$ cat src/rtl/huffman_code_gen_if.sv
// Handshake and result bundle between the sort stage, the Huffman code
// generator and the downstream encoder.
interface huffman_code_gen_if;
    logic        start;
    logic [31:0] SORT_RESULT;
    logic        busy;
    logic        done;
    logic        err;
    logic [11:0] CODE_OUT;
    logic [7:0]  LEN_OUT;
    logic [5:0]  ROOT_W;

    modport master (
        output start, SORT_RESULT,
        input  busy, done, err, CODE_OUT, LEN_OUT, ROOT_W
    );

    modport slave (
        input  start, SORT_RESULT,
        output busy, done, err, CODE_OUT, LEN_OUT, ROOT_W
    );
endinterface

$ cat src/rtl/huffman_code_gen.sv
// Builds the 4-symbol Huffman tree from an ascending weight list, one merge
// per clock, and publishes per-symbol codewords, code lengths and root weight.
module huffman_code_gen (
    input  logic              CLK,
    input  logic              nRST,
    huffman_code_gen_if.slave bus
);
    // state   | meaning
    // S_IDLE  | waiting for start; captures and validates SORT_RESULT
    // S_MERGE | three merge steps, r_cnt 0..2
    // S_DONE  | one-cycle done pulse, results (or err) visible
    typedef enum logic [1:0] {
        S_IDLE  = 2'd0,
        S_MERGE = 2'd1,
        S_DONE  = 2'd2
    } state_t;

    state_t      r_state;
    state_t      w_state_nx;
    logic        w_accept;
    logic        w_invalid;

    logic [1:0]  r_cnt;
    logic [5:0]  r_w    [4];
    logic [3:0]  r_m    [4];
    logic [2:0]  r_code [4];
    logic [1:0]  r_len  [4];

    logic [11:0] r_code_out;
    logic [7:0]  r_len_out;
    logic [5:0]  r_root;
    logic        r_err;

    logic [3:0]  w_id [4];
    logic [3:0]  w_fq [4];

    logic [5:0]  w_sum;
    logic [3:0]  w_mask;
    logic [1:0]  w_rem;
    logic [1:0]  w_pos;
    logic [5:0]  w_nw      [4];
    logic [3:0]  w_nm      [4];
    logic [2:0]  w_code_nx [4];
    logic [1:0]  w_len_nx  [4];

    always_comb begin
        w_invalid = 1'b0;
        for (int i = 0; i < 4; i++) begin
            w_id[i] = bus.SORT_RESULT[8*i +: 4];
            w_fq[i] = bus.SORT_RESULT[8*i+4 +: 4];
        end
        for (int i = 0; i < 4; i++) begin
            if (w_id[i] > 4'd3) w_invalid = 1'b1;
            for (int j = i + 1; j < 4; j++) begin
                if (w_id[i] == w_id[j]) w_invalid = 1'b1;
            end
        end
        for (int i = 0; i < 3; i++) begin
            if (w_fq[i] > w_fq[i+1]) w_invalid = 1'b1;
        end
    end

    always_ff @(posedge CLK) begin
        if (!nRST) r_state <= S_IDLE;
        else       r_state <= w_state_nx;
    end

    always_comb begin
        w_state_nx = r_state;
        w_accept   = 1'b0;
        case (r_state)
            S_IDLE: begin
                if (bus.start) begin
                    w_accept   = 1'b1;
                    w_state_nx = w_invalid ? S_DONE : S_MERGE;
                end
            end
            S_MERGE: begin
                if (r_cnt == 2'd2) w_state_nx = S_DONE;
            end
            S_DONE:  w_state_nx = S_IDLE;
            default: w_state_nx = S_IDLE;
        endcase
    end

    // Merge of the two lightest nodes; the new node lands after every remaining
    // entry of equal or lower weight, so ties keep the merged node last.
    always_comb begin
        w_sum  = r_w[0] + r_w[1];
        w_mask = r_m[0] | r_m[1];
        w_rem  = 2'd2 - r_cnt;
        w_pos  = 2'd0;
        for (int j = 0; j < 2; j++) begin
            if ((2'(j) < w_rem) && (r_w[j+2] <= w_sum)) w_pos = w_pos + 2'd1;
        end
        for (int i = 0; i < 4; i++) begin
            w_nw[i] = 6'd0;
            w_nm[i] = 4'd0;
        end
        for (int i = 0; i < 2; i++) begin
            if (2'(i) < w_pos) begin
                w_nw[i] = r_w[i+2];
                w_nm[i] = r_m[i+2];
            end
        end
        for (int i = 1; i < 3; i++) begin
            if (2'(i) > w_pos) begin
                w_nw[i] = r_w[i+1];
                w_nm[i] = r_m[i+1];
            end
        end
        w_nw[w_pos] = w_sum;
        w_nm[w_pos] = w_mask;

        for (int s = 0; s < 4; s++) begin
            w_code_nx[s] = r_code[s];
            w_len_nx[s]  = r_len[s];
            if (r_m[1][s]) w_code_nx[s] = r_code[s] | (3'b001 << r_len[s]);
            if (r_m[0][s] | r_m[1][s]) w_len_nx[s] = r_len[s] + 2'd1;
        end
    end

    always_ff @(posedge CLK) begin
        if (!nRST) begin
            r_cnt      <= 2'd0;
            r_code_out <= 12'd0;
            r_len_out  <= 8'd0;
            r_root     <= 6'd0;
            r_err      <= 1'b0;
            for (int i = 0; i < 4; i++) begin
                r_w[i]    <= 6'd0;
                r_m[i]    <= 4'd0;
                r_code[i] <= 3'd0;
                r_len[i]  <= 2'd0;
            end
        end else if (w_accept) begin
            if (w_invalid) begin
                r_err      <= 1'b1;
                r_code_out <= 12'd0;
                r_len_out  <= 8'd0;
                r_root     <= 6'd0;
            end else begin
                r_cnt <= 2'd0;
                for (int i = 0; i < 4; i++) begin
                    r_w[i]    <= {2'b00, w_fq[i]};
                    r_m[i]    <= 4'b0001 << w_id[i][1:0];
                    r_code[i] <= 3'd0;
                    r_len[i]  <= 2'd0;
                end
            end
        end else if (r_state == S_MERGE) begin
            r_cnt <= r_cnt + 2'd1;
            for (int i = 0; i < 4; i++) begin
                r_w[i]    <= w_nw[i];
                r_m[i]    <= w_nm[i];
                r_code[i] <= w_code_nx[i];
                r_len[i]  <= w_len_nx[i];
            end
            if (r_cnt == 2'd2) begin
                r_code_out <= {w_code_nx[3], w_code_nx[2], w_code_nx[1], w_code_nx[0]};
                r_len_out  <= {w_len_nx[3], w_len_nx[2], w_len_nx[1], w_len_nx[0]};
                r_root     <= w_sum;
                r_err      <= 1'b0;
            end
        end
    end

    assign bus.busy     = (r_state == S_MERGE);
    assign bus.done     = (r_state == S_DONE);
    assign bus.err      = r_err;
    assign bus.CODE_OUT = r_code_out;
    assign bus.LEN_OUT  = r_len_out;
    assign bus.ROOT_W   = r_root;
endmodule

$ cat src/flat_wrapper.sv
// flat-port wrapper written by rule: the top's interface ports become plain ports
module huffman_code_gen_flat 
  (CLK, nRST, bus_start, bus_SORT_RESULT, bus_busy, bus_done, bus_err, bus_CODE_OUT, bus_LEN_OUT, bus_ROOT_W);
  huffman_code_gen_if bus_i ();
  input  logic CLK;
  input  logic nRST;
  input wire logic [$bits(bus_i.start)-1:0] bus_start;
  input wire logic [$bits(bus_i.SORT_RESULT)-1:0] bus_SORT_RESULT;
  output wire logic [$bits(bus_i.busy)-1:0] bus_busy;
  output wire logic [$bits(bus_i.done)-1:0] bus_done;
  output wire logic [$bits(bus_i.err)-1:0] bus_err;
  output wire logic [$bits(bus_i.CODE_OUT)-1:0] bus_CODE_OUT;
  output wire logic [$bits(bus_i.LEN_OUT)-1:0] bus_LEN_OUT;
  output wire logic [$bits(bus_i.ROOT_W)-1:0] bus_ROOT_W;
  assign bus_i.start = bus_start;
  assign bus_i.SORT_RESULT = bus_SORT_RESULT;
  assign bus_busy = bus_i.busy;
  assign bus_done = bus_i.done;
  assign bus_err = bus_i.err;
  assign bus_CODE_OUT = bus_i.CODE_OUT;
  assign bus_LEN_OUT = bus_i.LEN_OUT;
  assign bus_ROOT_W = bus_i.ROOT_W;
  huffman_code_gen u_core (.CLK(CLK), .nRST(nRST), .bus(bus_i));
endmodule
$ cat config.mk
export PLATFORM = sky130hd
export DESIGN_NAME = huffman_code_gen_flat
export DESIGN_NICKNAME = d
export VERILOG_FILES = /design/src/rtl/huffman_code_gen_if.sv /design/src/rtl/huffman_code_gen.sv /design/src/flat_wrapper.sv
export SDC_FILE = /design/constraint.sdc
export NUM_CORES = 1
export LEC_CHECK = 0
export ABC_AREA = 0
export CAP_MARGIN = 25
export CORE_AREA = 4 4 108 110
export DETAILED_ROUTE_END_ITERATION = 10
export DIE_AREA = 0 0 112 114
export GPL_TIMING_DRIVEN = 0
export HOLD_SLACK_MARGIN = 0.15
export PLACE_DENSITY = 0.85
export SLEW_MARGIN = 20
export SYNTH_ARGS = -nofsm -noshare
export SYNTH_HDL_FRONTEND = slang
export SYNTH_SLANG_ARGS = --single-unit
$ cat constraint.sdc
create_clock -name CLK -period 8.75 [get_ports CLK]
set_clock_uncertainty 0.2 [all_clocks]
set_input_delay 1.75 -clock CLK [delete_from_list [all_inputs] [get_ports CLK]]
set_output_delay 1.75 -clock CLK [all_outputs]
set_load 0.05 [all_outputs]
==> results.md, run 1 <==
* I/O pin count at 64
* Number of synthesized flops with an enable pin at 53
* Pins Over Slew Limit at 0
* HP Class: register to register
* Max incr delay on CP at 0.54 ns
* Slew @ Worst Pin at 0.871 ns
* Outcome: completed
* Nets at 744
* Setup_tns at 0 ns
* Routed via count at 5,203
* Initial antenna violation count at 0
* CTS tree: yes
* Cells after Synth at 595
* Crit Path Max Fanout at 10
* Core Box Area at 0.0107 sq mm
* Leak pwr at 2.51 nW
* Worst EP arrival at 4.96 ns
* Slowest CP cell: xnor2_1
* Layout cells sized above 1 at 6.91%
* Final wirelength at 15,900 um
* Clock slew at reported path FFs at 0.09 ns
* Slew headroom at 41.8%
* Endpoints failing setup at 0
* CP top delay family: adder cells
* Buf+Inv Stages, Crit Path at 2
* Placed Cells at 790
* Mapped Nets at 678
* Pin count of the biggest net entering global routing at 17
* Final critical-path required period at 4.95 ns
* Post-route insts no fill at 806
* Max Fclk at 0.202 GHz
* Fin worst setup slack at 3.80 ns
* Worst Setup Path Type: register to register
* CP dominant cell by count: ha_1
* Synth Area per Inst at 9.63 sq um
* Number of fill cells in the layout at 894
* Vias in the first global route at 5,166
* Synth cell types at 60
* Gpl congestion at 0.924
* Post-cts resize count at 0
* Synthesized cell area at 0.00573 sq mm
* Initial DRC count at 609
* DRC Markers at 0
* Antenna Cells at 0
* TritonRoute pass-1 iters at 6
* CP cell instances: ha_1 > a21o_1 > a21oi_1 > xnor2_1 > inv_1 > ha_1 > and4_1 > nand3_1 > and2_1 > a221o_1 > ha_1 > clkbuf_1 > nand3_1 > o22ai_1
* Sequential share of the synthesized area at 41.0%
* Asr flop ratio synth at 0%
* Final Hold Viols at 0
* CTS sink cnt at 91
* Worst-case vdd ir drop at 0.0000884 V
* CP Capture Type: register
* GRT Total Usage at 24.7%
* Type of origin of the critical path: register
* Post-CTS Setup Repair Bufs at 0
* DR vias/cell at 6.46
* IO buf count at 55
* Cell Rows at 38
* Initial Utilization at 53.6%
* P per Cell Area at 140 mW/mm^2
* Dpl hpwl at 12,100 um
* Clock Tree Buf Depth at 2
* Hold Worst Slack at 0.295 ns
* First-pass GRT wire length at 25,300 um
* Root buffer cell: clkbuf_8
* Ys flop type: edfxtp_1
* Worst EP required at 8.75 ns
* Max Cap Violations at 0
* Total gr overflow at 0
* TritonCTS Buffers at 9
* Die height at 114 um
* RSZ-0062 raised after global routing: no
* Area Overhead vs Synth at 16.0%
* Worst-Skew Late Latency at 0.37 ns
* Die Wd at 112 um
* Placement Setup Slack at 3.57 ns
* CTS Hold Buffers Added at 0
* Detail Route Antenna Nets at 0
* Tcrit/Tclk final at 56.6%
* Synth warnings at 0
* Drt wl/cell at 19.7 um
* Die area at 0.0128 sq mm
* H-tree depth at 3
* FF+latch count, synth at 91
## sequential cells by signal, indices dropped and copies added (netlist names)
| register | cells |
|---|---|
| u_core.r_w | 24 |
| u_core.r_m | 16 |
| u_core.bus.CODE_OUT | 12 |
| u_core.r_code | 12 |
| u_core.bus.LEN_OUT | 8 |
| u_core.r_len | 8 |
| u_core.bus.ROOT_W | 6 |
| u_core.r_cnt | 2 |
| u_core.r_state | 2 |
| u_core.bus.err | 1 |
## cell families after synthesis
logic type,after synthesis,synth area share [%]
AND/OR/NAND/NOR,180,17.0
XOR/XNOR,32,4.89
adder cells (fa/ha/maj),48,10.6
flip-flops,91,41.0
multiplexers,11,1.92
AO/OA/AOI/OAI,159,18.5
buffers and inverters,74,6.05
## layout by cell type (no fill, tap or decap), types with 30 or more instances in the layout
| cell | synthesis | routed |
|---|---|---|
| clkdlybuf4s50_1 | 0 | 55 |
| edfxtp_1 | 53 | 53 |
| nand3_1 | 50 | 50 |
| ha_1 | 47 | 47 |
| nor2_1 | 39 | 39 |
| dfxtp_1 | 38 | 38 |
| inv_1 | 32 | 32 |
| xnor2_1 | 32 | 32 |
| o21ai_0 | 32 | 32 |
| a21oi_1 | 31 | 31 |
| nand2_1 | 31 | 31 |
| clkbuf_1 | 30 | 30 |
## cell type report
| class | instances | area [sq um] | area share (%) |
|---|---|---|---|
| timing repair buffer | 55 | 551 | 8.28 |
| inverter | 33 | 124 | 1.86 |
| clock buffer | 10 | 149 | 2.24 |
| tap | 140 | 175 | 2.63 |
| clock inverter | 6 | 45.0 | 0.677 |
| sequential | 91 | 2350 | 35.4 |
| multi-input combinational | 430 | 3030 | 45.6 |
| buffer | 41 | 223 | 3.35 |
## through the flow
stage | instance area, sq um | util [%] | power, mW
6_report | 6650 | 62.2 | 0.930
5_1_grt | 6650 | 62.2 | 0.960
4_1_cts | 6650 | 62.2 | 0.924
3_5_place_dp | 6460 | 60.4 | 0.643
3_3_place_gp | 6460 | 60.4 | 0.636
2_1_floorplan | 5730 | - | 0.588
## per-layer routing
| metal | track usage (%) | share of wire, % |
|---|---|---|
| met5 | 0 | 0 |
| met4 | 10.5 | 3.1 |
| met3 | 4.30 | 9.2 |
| met2 | 43.2 | 50 |
| met1 | 30.3 | 38 |
## synth_stat cells (all sizes together), types with 6 or more instances
| cell type | count | area, sq um |
|---|---|---|
| a211oi | 6 | 50.1 |
| a21oi | 31 | 155 |
| a221oi | 6 | 52.6 |
| a31oi | 15 | 93.8 |
| and2 | 6 | 38.8 |
| and3 | 10 | 68.8 |
| buf | 6 | 41.3 |
| clkbuf | 35 | 181 |
| dfxtp | 38 | 761 |
| edfxtp | 53 | 1590 |
| ha | 47 | 588 |
| inv | 32 | 120 |
| mux2i | 11 | 110 |
| nand2 | 31 | 116 |
| nand3 | 51 | 260 |
| nand4 | 9 | 62.6 |
| nor2 | 40 | 158 |
| nor2b | 7 | 43.8 |
| nor3b | 13 | 97.6 |
| o211ai | 8 | 60.1 |
| o21ai | 36 | 180 |
| o221ai | 8 | 70.1 |
| o22ai | 15 | 93.8 |
| o31ai | 6 | 60.1 |
| xnor2 | 32 | 280 |
## worst min-delay path, stage by stage, from the launching register on
cell	delay, ns
dfxtp_1	0.33
nand3_1	0.07
o21ai_1	0.06
## final timing paths
kind              slack, ns  depth (start not counted)                    end                  start
setup / recovery       3.80                         14       u_core.r_w[3][1]       u_core.r_w[1][1]
hold / removal         0.29                          2  u_core.bus.LEN_OUT[4]  u_core.bus.LEN_OUT[4]
setup reg to reg       3.80                         14       u_core.r_w[3][1]       u_core.r_w[1][1]
hold reg to reg        0.29                          2  u_core.bus.LEN_OUT[4]  u_core.bus.LEN_OUT[4]
## power by group
part / total [mW] / internal [mW] / switching, mW / leakage (nW)
registers: 0.467 / 0.461 / 0.00602 / 0.854
clock network: 0.291 / 0.124 / 0.168 / 0.104
logic: 0.172 / 0.0657 / 0.107 / 1.55
(Power assumes the default switching activity.)
==> run 2, diff against run 1 <==
- CORE_AREA: 4 4 108 110 -> 4 4 110 112
- DIE_AREA: 0 0 112 114 -> 0 0 114 116
- PLACE_DENSITY: 0.85 -> 0.86
- clock period: 8.75 -> 4.4 ns (I/O delays scaled with it)
==> run 2 against run 1 <==
Net effect:
- first-iteration DRC count shrank 8.2%
- utilization down 0.39 points
- worst hold slack got worse by 0.0073 ns
- via count increased by 0.27%
- total power is 120% higher
- setup slack worse by 3.7 ns
- maximum frequency is 15% higher
- clock power rose to 2.5 times the previous value
- critical endpoint is now u_core.r_m[1][1]
==> results.md, run 2 (synthesis gave the netlist of run 1 again) <==
* Outcome: completed (unchanged)
* Initial Utilization at 51.1% (was 53.6%)
* Cell Rows at 39 (was 38)
* Core Box Area at 0.0112 sq mm (was 0.0107 sq mm)
* Worst EP required at 4.29 ns (was 8.75 ns)
* Vias in the first global route at 5,152 (was 5,166)
* Hold depth at 2 (unchanged)
* CTS tree: yes (unchanged)
* Root buffer cell: clkbuf_16 (was clkbuf_8)
* GRT Total Usage at 24.7% (about the same)
* Dpl hpwl at 12,200 um (was 12,100 um)
* Most frequent cells in the layout: clkdlybuf4s50_1, edfxtp_1, nand3_1 (unchanged)
* Die area at 0.0132 sq mm (was 0.0128 sq mm)
* Largest register FFs at 24 (unchanged)
* R2R Setup Slk at 0.1 ns (was 3.80 ns)
* Int Power at 1.47 mW (was 650 uW)
* Die height at 116 um (was 114 um)
* I/O pin count at 64 (unchanged)
* Area Overhead vs Synth at 21.0% (was 16.0%)
* Tcrit/Tclk final at 97.8% (was 56.6%)
* Max Cap Violations at 0 (unchanged)
* RR Endpoint: u_core.r_m[1][1] (was u_core.r_w[3][1])
* Setup_tns at 0 ns (unchanged)
* Combinational Power Share at 19.1% (was 18.5%)
* Initial antenna violation count at 0 (unchanged)
* HP Class: register to register (unchanged)
* R2R depth at 16 (was 14)
* Buf+Inv Stages, Crit Path at 1 (was 2)
* Net Sw Frac at 28.8% (was 30.2%)
* Placement Setup Slack at -0.454 ns (was 3.57 ns)
* Clock Tree Buf Depth at 2 (unchanged)
* Crit Path Max Fanout at 10 (unchanged)
* Commonest non-fill, non-tap cell in the layout: clkdlybuf4s50_1 (unchanged)
* Max incr delay on CP at 0.43 ns (was 0.54 ns)
* Endpoints failing setup at 0 (unchanged)
* Top reg by flops: u_core.r_w (unchanged)
* Hold Startpoint: u_core.bus.ROOT_W[2] (was u_core.bus.LEN_OUT[4])
* Antenna Cells at 0 (unchanged)
* CP cell instances: ha_1 > a21o_1 > a311o_1 > a21oi_2 > xnor2_2 > ha_1 > and4_1 > nand3_1 > and2_1 > a221o_1 > ha_4 > buf_4 > a221oi_2 > a21oi_1 > nand2_1 > o31ai_2 (was ha_1 > a21o_1 > a21oi_1 > xnor2_1 > inv_1 > ha_1 > and4_1 > nand3_1 > and2_1 > a221o_1 > ha_1 > clkbuf_1 > nand3_1 > o22ai_1)
* Initial DRC count at 559 (was 609)
* Final Hold Viols at 0 (unchanged)
* P per Cell Area at 297 mW/mm^2 (was 140 mW/mm^2)
* CTS sink cnt at 91 (unchanged)
* DR vias/cell at 6.42 (was 6.46)
* Seq. cell area at 0.00235 sq mm (unchanged)
* H-tree depth at 3 (unchanged)
* Top flop regs: u_core.r_w x24, u_core.r_m x16 (unchanged)
* Gpl congestion at 0.951 (was 0.924)
* Routed via count at 5,217 (was 5,203)
* Pins Over Slew Limit at 0 (unchanged)
* Detail Route Antenna Nets at 0 (unchanged)
* First-pass GRT wire length at 25,600 um (was 25,300 um)
* Hold endpoint: u_core.bus.ROOT_W[2] (was u_core.bus.LEN_OUT[4])
* Pin count of the biggest net entering global routing at 18 (was 17)
* CP top delay family: compound AO/OA/AOI/OAI gates (was adder cells)
* Area occupied by multi-input gates at 0.00318 sq mm (was 0.00303 sq mm)
* Worst-Skew Late Latency at 0.35 ns (was 0.37 ns)
* Number of fill cells in the layout at 899 (was 894)
* Clock slew at reported path FFs at 0.07 ns (was 0.09 ns)
* Slowest CP cell: edfxtp_1 (was xnor2_1)
* Total gr overflow at 0 (unchanged)
* Layout cells sized above 1 at 11.6% (was 6.91%)
* Drt wl/cell at 20.4 um (was 19.7 um)
* Type of origin of the critical path: register (unchanged)
* Final critical-path required period at 4.30 ns (was 4.95 ns)
* Worst EP arrival at 4.20 ns (was 4.96 ns)
* Worst R2R Start: u_core.r_w[0][1] (was u_core.r_w[1][1])
* CTS Hold Buffers Added at 0 (unchanged)
* Leak pwr at 2.63 nW (was 2.51 nW)
* Fin worst setup slack at 0.0965 ns (was 3.80 ns)
* TritonRoute pass-1 iters at 7 (was 6)
* Worst-case vdd ir drop at 0.000196 V (was 0.0000884 V)
* Die Wd at 114 um (was 112 um)
* Slew @ Worst Pin at 0.888 ns (was 0.871 ns)
* Worst Setup Path Type: register to register (unchanged)
* CP dominant cell by count: ha_1 (unchanged)
* Clock power frac at 35.8% (was 31.3%)
* CP Capture Type: register (unchanged)
* Max Fclk at 0.232 GHz (was 0.202 GHz)
* Sequential share of power at 45.1% (was 50.2%)
* DRC Markers at 0 (unchanged)
* Slew headroom at 40.6% (was 41.8%)
* TritonCTS Buffers at 9 (unchanged)
* Final wirelength at 16,600 um (was 15,900 um)
* Nets at 748 (was 744)
* IO buf count at 55 (unchanged)
* P_sw at 594 uW (was 281 uW)
[run 2: final cells by class]
class                           instances  area share [%]
Clock buffer                           10            3.30
Buffer                                 38            3.19
Tap cell                              143            2.58
Timing Repair Buffer                   62            8.70
Multi-Input combinational cell        430            45.8
Inverter                               33            1.79
Clock inverter                          6           0.668
Sequential cell                        91            33.9
[run 2: tightest hold or removal path: stages (launching register included)]
cell	delay, ns
dfxtp_1	0.33
nand3_1	0.07
o21ai_1	0.05
[run 2: power by group through the flow]
stage          sequential, mW  clock [mW]  combinational, mW
2_1_floorplan           0.946           0              0.224
3_3_place_gp            0.946           0              0.323
3_5_place_dp            0.947           0              0.337
4_1_cts                 0.928       0.733              0.352
5_1_grt                 0.931       0.767              0.422
6_report                0.930       0.738              0.394
[run 2: through the flow]
step	cell area, sq um	cells	utilization, %	hold WS, ns	total power [mW]
2_1_floorplan	5730	595	-	0.295	1.17
3_3_place_gp	6460	793	57.6	0.269	1.27
3_5_place_dp	6460	793	57.6	0.282	1.28
4_1_cts	6800	810	60.6	0.292	2.01
5_1_grt	6930	813	61.8	0.304	2.12
6_report	6930	813	61.8	0.288	2.06
[run 2: how the worst max path moves through the flow]
stage               cells past startpoint          endpoint        startpoint  slack [ns]
detailed placement                     13  u_core.r_w[3][2]  u_core.r_w[1][0]       -0.45
global placement                       13  u_core.r_w[3][2]  u_core.r_w[1][0]       -0.33
global route                           16  u_core.r_m[1][1]  u_core.r_w[0][1]       -0.05
floorplan                              16  u_core.r_m[2][0]  u_core.r_w[1][1]        0.35
finish                                 16  u_core.r_m[1][1]  u_core.r_w[0][1]         0.1
CTS                                    16  u_core.r_m[1][1]  u_core.r_w[1][1]        0.01
[run 2: what timing repair did]
| item | 4_1_cts | 5_1_grt |
|---|---|---|
| pin swaps | 1 | 5 |
| endpoints found under the hold margin | 0 | 0 |
| gates resized for setup | 15 | 20 |
| setup endpoints to repair | 32 | 28 |
| setup buffers | 2 | 5 |
[run 2: per-layer routing]
| metal | share of wire [%] | track usage, % | up-vias |
|---|---|---|---|
| met5 | 0 | 0 | - |
| met2 | 50 | 42.3 | 305 |
| met3 | 8.6 | 3.55 | 50 |
| met1 | 38 | 30.4 | 2502 |
| li1 | - | - | 2360 |
| met4 | 3.8 | 12.4 | 0 |
==> run 3, diff against run 2 <==
- ABC_CLOCK_PERIOD_IN_PS: not set -> 4400
- HOLD_SLACK_MARGIN: 0.15 -> not set
==> results of run 3 <==
Same layout as run 2: the final DEF is identical, and so are final timing and power.
